**src/rtl/fetch_prefetch_queue.sv**
```systemverilog
// Fetch stage: owns the PC, keeps one imem request in flight and queues {pc, instr} for decode.
// Response visible on id_* the cycle after it is accepted; fetch stalls while the queue (plus the in-flight slot) is full.
module fetch_prefetch_queue #(
    parameter int                    ADDR_WIDTH  = 32,
    parameter int                    INSTR_WIDTH = 32,
    parameter int                    DEPTH       = 4,
    parameter int                    PC_STEP     = 4,
    parameter logic [ADDR_WIDTH-1:0] RESET_PC    = '0
) (
    input  logic                     clock,
    input  logic                     reset,
    input  logic                     redirect_valid,
    input  logic [ADDR_WIDTH-1:0]    redirect_pc,
    output logic                     imem_req,
    output logic [ADDR_WIDTH-1:0]    imem_addr,
    input  logic                     imem_rvalid,
    input  logic [INSTR_WIDTH-1:0]   imem_rdata,
    output logic                     id_valid,
    input  logic                     id_ready,
    output logic [ADDR_WIDTH-1:0]    id_pc,
    output logic [INSTR_WIDTH-1:0]   id_instr,
    output logic [$clog2(DEPTH):0]   queue_count
);

    localparam int PTR_W = $clog2(DEPTH);
    localparam int CNT_W = PTR_W + 1;

    typedef enum logic [1:0] {
        S_IDLE,
        S_WAIT,
        S_DROP
    } state_t;

    state_t                 r_state;
    state_t                 w_state_nxt;

    logic [ADDR_WIDTH-1:0]  r_fetch_pc;
    logic [ADDR_WIDTH-1:0]  r_req_pc;
    logic [ADDR_WIDTH-1:0]  r_pc_mem    [DEPTH];
    logic [INSTR_WIDTH-1:0] r_instr_mem [DEPTH];
    logic [PTR_W-1:0]       r_rd_ptr;
    logic [PTR_W-1:0]       r_wr_ptr;
    logic [CNT_W-1:0]       r_count;

    logic                   w_issue;
    logic                   w_push;
    logic                   w_pop;

    // Reset gates the strobe so memory never sees a request that reset is about to orphan.
    assign w_issue = (r_state == S_IDLE) && (r_count < CNT_W'(DEPTH)) && !redirect_valid && !reset;
    assign w_push  = (r_state == S_WAIT) && imem_rvalid && !redirect_valid;
    assign w_pop   = (r_count != '0) && id_ready && !redirect_valid;

    assign imem_req    = w_issue;
    assign imem_addr   = r_fetch_pc;
    assign id_valid    = (r_count != '0);
    assign id_pc       = r_pc_mem[r_rd_ptr];
    assign id_instr    = r_instr_mem[r_rd_ptr];
    assign queue_count = r_count;

    always_ff @(posedge clock) begin
        if (reset) begin
            r_state <= S_IDLE;
        end else begin
            r_state <= w_state_nxt;
        end
    end

    // A returning response always frees the slot, even if a redirect arrives with it.
    always_comb begin
        w_state_nxt = r_state;
        unique case (r_state)
            S_IDLE: begin
                if (w_issue) begin
                    w_state_nxt = S_WAIT;
                end
            end
            S_WAIT: begin
                if (imem_rvalid) begin
                    w_state_nxt = S_IDLE;
                end else if (redirect_valid) begin
                    w_state_nxt = S_DROP;
                end
            end
            S_DROP: begin
                if (imem_rvalid) begin
                    w_state_nxt = S_IDLE;
                end
            end
            default: w_state_nxt = S_IDLE;
        endcase
    end

    always_ff @(posedge clock) begin
        if (reset) begin
            r_fetch_pc <= RESET_PC;
            r_req_pc   <= '0;
            r_rd_ptr   <= '0;
            r_wr_ptr   <= '0;
            r_count    <= '0;
            for (int i = 0; i < DEPTH; i++) begin
                r_pc_mem[i]    <= '0;
                r_instr_mem[i] <= '0;
            end
        end else if (redirect_valid) begin
            r_fetch_pc <= redirect_pc;
            r_rd_ptr   <= '0;
            r_wr_ptr   <= '0;
            r_count    <= '0;
        end else begin
            if (w_issue) begin
                r_req_pc   <= r_fetch_pc;
                r_fetch_pc <= r_fetch_pc + ADDR_WIDTH'(PC_STEP);
            end
            if (w_push) begin
                r_pc_mem[r_wr_ptr]    <= r_req_pc;
                r_instr_mem[r_wr_ptr] <= imem_rdata;
                r_wr_ptr              <= r_wr_ptr + PTR_W'(1);
            end
            if (w_pop) begin
                r_rd_ptr <= r_rd_ptr + PTR_W'(1);
            end
            unique case ({w_push, w_pop})
                2'b10:   r_count <= r_count + CNT_W'(1);
                2'b01:   r_count <= r_count - CNT_W'(1);
                default: r_count <= r_count;
            endcase
        end
    end

endmodule
```
**config.mk**
```make
export PLATFORM = sky130hd
export DESIGN_NAME = fetch_prefetch_queue
export DESIGN_NICKNAME = d
export VERILOG_FILES = /design/src/rtl/fetch_prefetch_queue.sv
export SDC_FILE = /design/constraint.sdc
export NUM_CORES = 1
export LEC_CHECK = 0
export CAP_MARGIN = 20
export CORE_UTILIZATION = 50
export DETAILED_ROUTE_END_ITERATION = 10
export PLACE_DENSITY = 0.79
export SETUP_SLACK_MARGIN = 0.15
export SLEW_MARGIN = 20
export SYNTH_ARGS = -nofsm -noshare
export SYNTH_HDL_FRONTEND = slang
export SYNTH_SLANG_ARGS = --single-unit
```
**constraint.sdc**
```tcl
create_clock -name clock -period 8.1 [get_ports clock]
set_input_delay 2.025 -clock clock [delete_from_list [all_inputs] [get_ports clock]]
set_output_delay 2.025 -clock clock [all_outputs]
set_load 0.02 [all_outputs]
```
==> results of run 1 <==
-- placed cells by master, fill, tap and decap left out, types with 7 or more instances in the layout --
cell type,n
edfxtp_1,256
and2_1,194
clkdlybuf4s50_1,168
nand2_1,81
dfxtp_1,73
and3_1,70
mux4_2,64
clkbuf_16,39
nor2_1,37
a21oi_1,35
inv_1,13
nand3_1,13
a311oi_1,12
buf_4,12
a211oi_1,11
or3_1,9
xor2_1,9
nand4_1,9
clkbuf_1,9
or4_1,8
and4_1,7
o21ai_0,7
-- worst max path at each step --
| stage | startpoint | end | slack, ns |
|---|---|---|---|
| after CTS | redirect_valid | imem_req | 1.47 |
| final | redirect_valid | imem_req | 1.50 |
| after global routing | redirect_valid | imem_req | 1.21 |
| after detailed placement | redirect_valid | imem_req | 1.48 |
| after floorplan | imem_rvalid | r_instr_mem[1][0]$_SDFFCE_PN0P_ | 2.00 |
| after global placement | redirect_valid | imem_req | 1.49 |
-- critical path: stages --
cell and delay [ns]:
clkdlybuf4s50_1 0.39, buf_4 0.21, nor2_1 0.15, nand2_1 0.06, buf_4 0.26, inv_1 0.70
clkdlybuf4s50_1 0.76
-- routing by layer --
metal | vias up | global-route usage | routed length, µm
li1 | 4173 | - | -
met1 | 4448 | 0.290 | 13500
met2 | 307 | 0.363 | 15100
met3 | 36 | 0.0375 | 1950
met4 | 0 | 0.0551 | 517
met5 | - | 0 | 0
-- where the power goes --
part           internal (mW)  total (mW)  switching, mW  leakage (nW)
clock network           1.04        1.67          0.633         0.587
registers               1.89        1.93         0.0398          3.26
logic                  0.113       0.243          0.129          2.48
total                   3.04        3.84          0.802          6.33
-- stage by stage --
step / cells / power [mW]
after floorplan: 1046 / 2.07
after global placement: 1528 / 2.20
after detailed placement: 1528 / 2.21
after CTS: 1592 / 3.86
after global routing: 1594 / 3.96
final: 1594 / 3.84
-- registers in the layout, indices dropped and copies added (netlist names), named ones only --
| name | count |
|---|---|
| r_rd_ptr | 2 |
| r_wr_ptr | 2 |
| r_req_pc | 32 |
| r_instr_mem | 128 |
| r_pc_mem | 128 |
| queue_count | 3 |
| r_state | 2 |
| imem_addr | 32 |
-- kinds of logic after synthesis --
family	share of synthesized area
adders and majority gates	0.00314
DFF	0.641
and+or+nand+nor	0.177
xor gates and xnor gates	0.00917
AOI/OAI and AO/OA	0.0428
muxes	0.103
buffers and inverters	0.0237
-- final cells by class --
class	instances	area, µm²
fillers	2069	10400
clock buffers	52	1060
repair buffers	183	1820
inverters	13	48.8
clock inverters	12	164
multi-input cells	625	4870
flip-flops and latches	331	9200
well taps	378	473
==> run summary, run 1 <==
Clk pin slew, worst setup/hold paths -> 0.06 ns
Critical register-to-register path endpoint -> r_instr_mem[1][16]$_SDFFCE_PN0P_
Post CTS Setup Buffer Count -> 0
Syn Inst Count -> 1,046
Synthesized flop and latch total -> 331
Global route total overflow -> 0
Register-to-register setup slack -> 5.20 ns
Drt total wl -> 31,100 µm
Vias/cell -> 5.62
H-tree Lvls -> 2
Post-Route Setup TNS -> 0 ns
Fmax -> 151 MHz
Crit start category -> input pin
CTS sink cnt -> 331
Hold WS -> 0.481 ns
Pwr/cell area -> 218 nW/µm²
Post-synthesis sequential area ratio -> 0.641
Fin. Hold Viols -> 0
Initial antenna violation count -> 0
Post-synth EDFFs -> 256
Placed inst area -> 16,400 µm²
Leak pwr -> 6.33 nW
Largest net degree at the start of global routing -> 75
# rows -> 61
Final WS setup -> 1.50 ns
Drt first pass iters -> 5
Final core utilization -> 0.630
Root buf cell -> clkbuf_16
Clk_skew -> 0.0172 ns
Quantity of I/O buffers inserted on ports -> 169
Max-Cap Viols -> 0
Die Wd -> 171 µm
Synthesized Nets -> 1,118
TritonCTS clock tree -> yes
Final Critical Period -> 6.60 ns
First-pass GRT wire length -> 48,700 µm
DRC violations left -> 0
Worst-Skew Late Latency -> 0.50 ns
CP Capture Type -> output pin
Layout cell share with drive strength beyond 1 -> 0.121
Post-synth top area cell -> edfxtp_1
ANT cells -> 0
Resized cells post-CTS -> 0
# hold bufs at CTS -> 0
Final RePlAce weighted congestion -> 0.787
Total number of vias -> 8,964
Class of the most critical setup path -> in -> out
Worst-margin pin slew -> 1.04 ns
Top post-synthesis cells by count -> edfxtp_1 (256), and2_1 (194), nand2_1 (81)
Synth top area cells -> edfxtp_1 (54%), dfxtp_1 (10%), mux4_2 (10%)
Count leader, synth -> edfxtp_1
Worst vdd ir -> 0.116 mV
NumNets Final -> 1,262
Final HPWL DP -> 17,500 µm
Starting Density -> 0.512
Hold path cells -> 2
Die area -> 29,300 µm²
Worst-path fanout max -> 35
Area Overhead vs Synth -> 23.1%
Arrival time worst endpoint -> 4.58 ns
Dpl ws -> 1.48 ns
Hold Startpoint -> r_req_pc[23]$_SDFFE_PP0P_
Final setup viols -> 0
Final worst-path cycle share -> 0.815
Yosys warning total -> 0
# IOs -> 170
Buffer depth of the longest clock path -> 3
CTS Buf Count -> 36
RSZ-0062 raised after global routing -> false
Max_slew headroom -> 0.304
Type of the most critical hold path -> reg -> reg
Worst Hold End -> r_req_pc[23]$_SDFFE_PP0P_
Synth Flop Type -> edfxtp_1
Total Routing Usage GR -> 0.216
Slew Limit Fails -> 0
Antenna-violating nets left -> 0
Status -> finished clean
Core area -> 28,000 µm²
Final instance area -> 17,600 µm²
Vias in the first global route -> 9,119
Worst Path Required -> 6.08 ns
Synth cell types -> 49
FFs w/ async S/R, synth -> 0
Synth top area share -> 0.537
Worst r2r path cells -> 5
Initial DRC Count -> 686
WL/cell -> 19.5 µm
RR Startpoint -> r_state[0]$_SDFFE_PP0P_
Mapped Area -> 14,300 µm²
Post-Syn Area per Cell -> 13.7 µm²
Die Y-Extent -> 171 µm
Note: power is estimated with default switching activity, not from simulation.
==> run 2: changes to the inputs <==
Clock period 8.1 ns to 6.7 ns, I/O delays scaled along.
==> run 2 against run 1 <==
Effect of this change: power increased by 15%; global-route usage shrank 0.12 points; cell area decreased by 0.97%; utilization decreased by 0.61 points; clock-buffer cell count shrank 4; routed wire length is 0.46% higher; hold slack improved by 0.0045 ns; die area stayed put; flip-flop and latch count stayed put; via count shrank 0.13%; combinational power increased by 21%.
==> run summary, run 2 (synthesis results as in run 1) <==
Status -> finished clean (unchanged)
First-pass GRT wire length -> 48,400 µm (was 48,700 µm)
Worst Setup SP -> redirect_valid (unchanged)
Root buf cell -> clkbuf_16 (unchanged)
Class of the most critical setup path -> in -> out (unchanged)
Leak pwr -> 6.26 nW (was 6.33 nW)
RR Startpoint -> queue_count[2]$_SDFFE_PP0P_ (was r_state[0]$_SDFFE_PP0P_)
Worst-Skew Late Latency -> 0.50 ns (about the same)
Crit start category -> input pin (unchanged)
Final HPWL DP -> 17,500 µm (about the same)
Register-to-register setup slack -> 4.12 ns (was 5.20 ns)
Placed inst area -> 16,400 µm² (unchanged)
Drt first pass iters -> 6 (was 5)
Die area -> 29,300 µm² (unchanged)
H-tree Lvls -> 2 (unchanged)
Clk pin slew, worst setup/hold paths -> 0.06 ns (about the same)
Hold path cells -> 2 (unchanged)
Worst r2r path cells -> 4 (was 5)
Final WS setup -> 1.48 ns (was 1.50 ns)
Die Wd -> 171 µm (unchanged)
Starting Density -> 0.512 (unchanged)
Global route total overflow -> 0 (unchanged)
Critical register-to-register path endpoint -> imem_addr[28]$_SDFFE_PP0P_ (was r_instr_mem[1][16]$_SDFFCE_PN0P_)
Area Overhead vs Synth -> 21.9% (was 23.1%)
Worst-margin pin slew -> 1.01 ns (was 1.04 ns)
CTS sink cnt -> 331 (unchanged)
Total Routing Usage GR -> 0.214 (was 0.216)
Initial antenna violation count -> 0 (unchanged)
Worst vdd ir -> 0.133 mV (was 0.116 mV)
Total number of vias -> 8,952 (was 8,964)
Die Y-Extent -> 171 µm (unchanged)
RSZ-0062 raised after global routing -> false (unchanged)
Post CTS Setup Buffer Count -> 0 (unchanged)
Most common cell after layout, fill and taps aside -> edfxtp_1 (unchanged)
WL/cell -> 19.6 µm (was 19.5 µm)
# rows -> 61 (unchanged)
Hold Startpoint -> r_req_pc[24]$_SDFFE_PP0P_ (was r_req_pc[23]$_SDFFE_PP0P_)
Initial DRC Count -> 766 (was 686)
Vias in the first global route -> 8,967 (was 9,119)
Final core utilization -> 0.623 (was 0.630)
Clk_skew -> 0.00987 ns (was 0.0172 ns)
Fmax -> 192 MHz
ANT cells -> 0 (unchanged)
Arrival time worst endpoint -> 3.55 ns (was 4.58 ns)
Worst Path Required -> 5.03 ns (was 6.08 ns)
DRC violations left -> 0 (unchanged)
TritonCTS clock tree -> yes (unchanged)
Core area -> 28,000 µm² (unchanged)
Dpl ws -> 1.49 ns (was 1.48 ns)
NumNets Final -> 1,261 (was 1,262)
Layout cell share with drive strength beyond 1 -> 0.115 (was 0.121)
# IOs -> 170 (unchanged)
Final RePlAce weighted congestion -> 0.786 (was 0.787)
Pwr/cell area -> 253 nW/µm² (was 218 nW/µm²)
Antenna-violating nets left -> 0 (unchanged)
Final instance area -> 17,500 µm² (was 17,600 µm²)
Biggest regs -> r_instr_mem (128), r_pc_mem (128) (unchanged)
Most frequent cells in the layout -> edfxtp_1 (256), and2_1 (194), clkdlybuf4s50_1 (168) (unchanged)
Final Critical Period -> 5.22 ns
Final setup viols -> 0 (unchanged)
Quantity of I/O buffers inserted on ports -> 169 (unchanged)
Type of the most critical hold path -> reg -> reg (unchanged)
Final worst-path cycle share -> 0.779
Fin. Hold Viols -> 0 (unchanged)
Filler cell count -> 2,117 (was 2,069)
Slew Limit Fails -> 0 (unchanged)
Max_slew headroom -> 0.323 (was 0.304)
Resized cells post-CTS -> 0 (unchanged)
Vias/cell -> 5.63 (was 5.62)
CTS Buf Count -> 34 (was 36)
Max-Cap Viols -> 0 (unchanged)
Largest net degree at the start of global routing -> 129 (was 75)
Buffer depth of the longest clock path -> 3 (unchanged)
CP Capture Type -> output pin (unchanged)
Worst Hold End -> r_req_pc[24]$_SDFFE_PP0P_ (was r_req_pc[23]$_SDFFE_PP0P_)
Worst-path fanout max -> 35 (unchanged)
Post-Route Setup TNS -> 0 ns (unchanged)
# hold bufs at CTS -> 0 (unchanged)
Drt total wl -> 31,200 µm (was 31,100 µm)
run 2: changes by cell type in the layout (fill, tap and decap cells not counted), sizes merged:
cell	delta
clkinv	+4
bufinv	-3
clkbuf	-3
clkinvlp	-2
inv	+1
run 2: through the flow:
step	hold WS (ns)	instances	power (mW)
after floorplan	0.457	1046	2.51
after CTS	0.487	1588	4.43
after detailed placement	0.480	1528	2.67
after global placement	0.473	1528	2.66
after global routing	0.512	1591	4.54
final	0.486	1591	4.41
run 2: critical path: stages:
cell and delay [ns]:
clkdlybuf4s50_1 0.45, buf_4 0.25, nor2_1 0.10, nand2_1 0.07, buf_4 0.33, inv_1 0.11, clkdlybuf4s50_1 0.55
run 2: area by class of cell:
cell class                 count  area, µm²  share of cell area
timing repair buffer         184       1830               0.105
multi-input combinational    625       4860               0.278
clock inverter                12       83.8             0.00480
inverter                      13       48.8             0.00279
clock buffer                  48        965              0.0552
sequential                   331       9200               0.527
tap                          378        473              0.0271
run 2: routing by layer:
layer	global-route usage	wire (µm)	up-vias	part of all wire
li1	-	-	4177	-
met5	0	0	-	0
met3	0.0343	1900	40	0.061
met2	0.361	15200	308	0.49
met1	0.289	13600	4427	0.43
met4	0.0582	541	0	0.017
run 2: power breakdown:
| group | internal (mW) | leakage [nW] | switching [mW] |
|---|---|---|---|
| Clock | 1.04 | 0.511 | 0.742 |
| Combinational | 0.138 | 2.49 | 0.157 |
| Sequential | 2.28 | 3.26 | 0.0494 |
| Total | 3.46 | 6.26 | 0.948 |
run 2: worst max-delay path by stage:
stage | to | slack [ns] | cells after the start
global placement | imem_req | 1.48 | 7
global route | imem_req | 1.36 | 7
detailed placement | imem_req | 1.49 | 7
CTS | imem_req | 1.48 | 7
finish | imem_req | 1.48 | 7
floorplan | r_instr_mem[1][0]$_SDFFCE_PN0P_ | 0.95 | 4
==> run 3: changes to the inputs <==
Settings changed: PLACE_DENSITY 0.79 to 0.81.
Clock period 6.7 ns to 4.4 ns, I/O delays scaled along.
==> run 3 against run 2 <==
Effect of this change: cell area up 1.5%; final cell count grew 0.25%; non-clock buffer count rose by 6; clock skew barely moved; utilization grew 0.93 points; sequential power up 52%; power grew 58%; critical path type unchanged; highest routed layer unchanged.
==> run summary, run 3 (synthesis results as in run 1) <==
Die Y-Extent -> 171 µm (unchanged)
# IOs -> 170 (unchanged)
TritonCTS clock tree -> yes (unchanged)
Antenna-violating nets left -> 0 (unchanged)
Worst-Skew Late Latency -> 0.50 ns (about the same)
Resized cells post-CTS -> 0 (unchanged)
Quantity of I/O buffers inserted on ports -> 169 (unchanged)
Most frequent cells in the layout -> edfxtp_1 (256), and2_1 (194), clkdlybuf4s50_1 (168) (unchanged)
Post-route insts no fill -> 1,595 (was 1,591)
Buffers and inverters on the worst path -> 3 (was 5)
Final HPWL DP -> 18,200 µm (was 17,500 µm)
Biggest regs -> r_instr_mem (128), r_pc_mem (128) (unchanged)
Routed wl met2 -> 14,800 µm (was 15,200 µm)
CTS Buf Count -> 35 (was 34)
Final worst-path cycle share -> 0.842
Crit start category -> input pin (unchanged)
CTS sink cnt -> 331 (unchanged)
First-pass GRT wire length -> 47,800 µm (was 48,400 µm)
H-tree Lvls -> 2 (unchanged)
Drt first pass iters -> 5 (was 6)
Slew Limit Fails -> 0 (unchanged)
Final setup viols -> 0 (unchanged)
Layout cell share with drive strength beyond 1 -> 0.124 (was 0.115)
Post-Route Setup TNS -> 0 ns (unchanged)
NumNets Final -> 1,268 (was 1,261)
WL met3 -> 1940 µm (was 1900 µm)
CP Capture Type -> output pin (unchanged)
Worst vdd ir -> 0.216 mV (was 0.133 mV)
Buffer depth of the longest clock path -> 3 (unchanged)
Core area -> 28,000 µm² (unchanged)
Slowest CP cell -> clkdlybuf4s50_1 (unchanged)
Class of the most critical setup path -> in -> out (unchanged)
RSZ-0062 raised after global routing -> false (unchanged)
Cell mode on critical path -> clkdlybuf4s50_1
Initial antenna violation count -> 0 (unchanged)
Pwr/cell area -> 394 nW/µm² (was 253 nW/µm²)
Status -> finished clean (unchanged)
Fmax -> 270 MHz
Starting Density -> 0.512 (unchanged)
Placed cells -> 1,537 (was 1,528)
Final core utilization -> 0.633 (was 0.623)
DRC violations left -> 0 (unchanged)
Vias/cell -> 5.63 (about the same)
Clk pin slew, worst setup/hold paths -> 0.06 ns (about the same)
Critical Path Max Stage Delay -> 0.61 ns (was 0.55 ns)
WL/cell -> 19.2 µm (was 19.6 µm)
Root buf cell -> clkbuf_16 (unchanged)
Die Wd -> 171 µm (unchanged)
Leak pwr -> 6.38 nW (was 6.26 nW)
Vias in the first global route -> 8,982 (was 8,967)
Initial DRC Count -> 751 (was 766)
CP top delay family -> buffers and inverters (unchanged)
CP cell instances -> clkdlybuf4s50_1 > nor2_1 > nand2_1 > inv_1 > clkdlybuf4s50_1 (was clkdlybuf4s50_1 > buf_4 > nor2_1 > nand2_1 > buf_4 > inv_1 > clkdlybuf4s50_1)
Total number of vias -> 8,977 (was 8,952)
Most common cell after layout, fill and taps aside -> edfxtp_1 (unchanged)
Worst-path fanout max -> 2 (was 35)
Post CTS Setup Buffer Count -> 0 (unchanged)
Worst Path Required -> 3.30 ns (was 5.03 ns)
Worst-margin pin slew -> 0.805 ns (was 1.01 ns)
# hold bufs at CTS -> 0 (unchanged)
Routed metal-1 wirelength -> 13,200 µm (was 13,600 µm)
Clk_skew -> 0.00946 ns (was 0.00987 ns)
Global route total overflow -> 0 (unchanged)
Total Routing Usage GR -> 0.213 (was 0.214)
Max_slew headroom -> 0.456 (was 0.323)
Largest net degree at the start of global routing -> 129 (unchanged)
Final Critical Period -> 3.70 ns
Die area -> 29,300 µm² (unchanged)
Max-Cap Viols -> 0 (unchanged)
Final RePlAce weighted congestion -> 0.773 (was 0.786)
Highest metal used -> met4 (unchanged)
# rows -> 61 (unchanged)
ANT cells -> 0 (unchanged)
Drt total wl -> 30,600 µm (was 31,200 µm)
Type of the most critical hold path -> reg -> reg (unchanged)
Arrival time worst endpoint -> 2.60 ns (was 3.55 ns)
Fin. Hold Viols -> 0 (unchanged)
Area Overhead vs Synth -> 23.7% (was 21.9%)
==> run 3: cell count changes in the layout (fill, tap and decap cells not counted), moves of 3 or more <==
cell | previous run | this run
clkbuf_1 | 9 | 4
buf_12 | 1 | 10
bufinv_16 | 1 | 4
clkbuf_16 | 35 | 38
==> run 3: final timing paths <==
| check | startpoint | end | slack, ns | cells after the start |
|---|---|---|---|---|
| max reg2reg | queue_count[2]$_SDFFE_PP0P_ | imem_addr[28]$_SDFFE_PP0P_ | 1.83 | 4 |
| min reg2reg | r_req_pc[14]$_SDFFE_PP0P_ | r_req_pc[14]$_SDFFE_PP0P_ | 0.49 | 2 |
| max | redirect_valid | imem_req | 0.70 | 5 |
| min | r_req_pc[14]$_SDFFE_PP0P_ | r_req_pc[14]$_SDFFE_PP0P_ | 0.49 | 2 |
==> run 3: final cells by class <==
class / count / area (µm²)
Tap cell: 378 / 473
Fill cell: 2079 / 10300
Inverter: 13 / 48.8
Clock inverter: 13 / 159
Clock buffer: 45 / 1010
Timing Repair Buffer: 190 / 1970
Multi-Input combinational cell: 625 / 4870
Sequential cell: 331 / 9200
==> run 3: layer usage <==
metal  track usage  up-vias
li1              -     4181
met5             0        -
met1         0.284     4443
met2         0.359      304
met4        0.0675        0
met3        0.0341       49
==> run 3: through the flow <==
stage	power [mW]	cell area [µm²]	hold WS [ns]	setup WS (ns)
3_5_place_dp	4.07	16500	0.480	0.707
5_1_grt	7.19	17700	0.516	0.631
2_1_floorplan	3.82	14300	0.457	0.577
6_report	6.98	17700	0.486	0.697
4_1_cts	7.04	17700	0.489	0.702
3_3_place_gp	4.06	16500	0.468	0.713
==> run 3: power by group <==
| group | internal (mW) | switching [mW] |
|---|---|---|
| Clock | 1.84 | 1.14 |
| Sequential | 3.47 | 0.0722 |
| Combinational | 0.216 | 0.241 |
==> run 3: worst min-delay path, stage by stage, from the launching register on <==
cell and delay [ns]:
dfxtp_1 0.33, nand2_1 0.06, a21oi_1 0.05
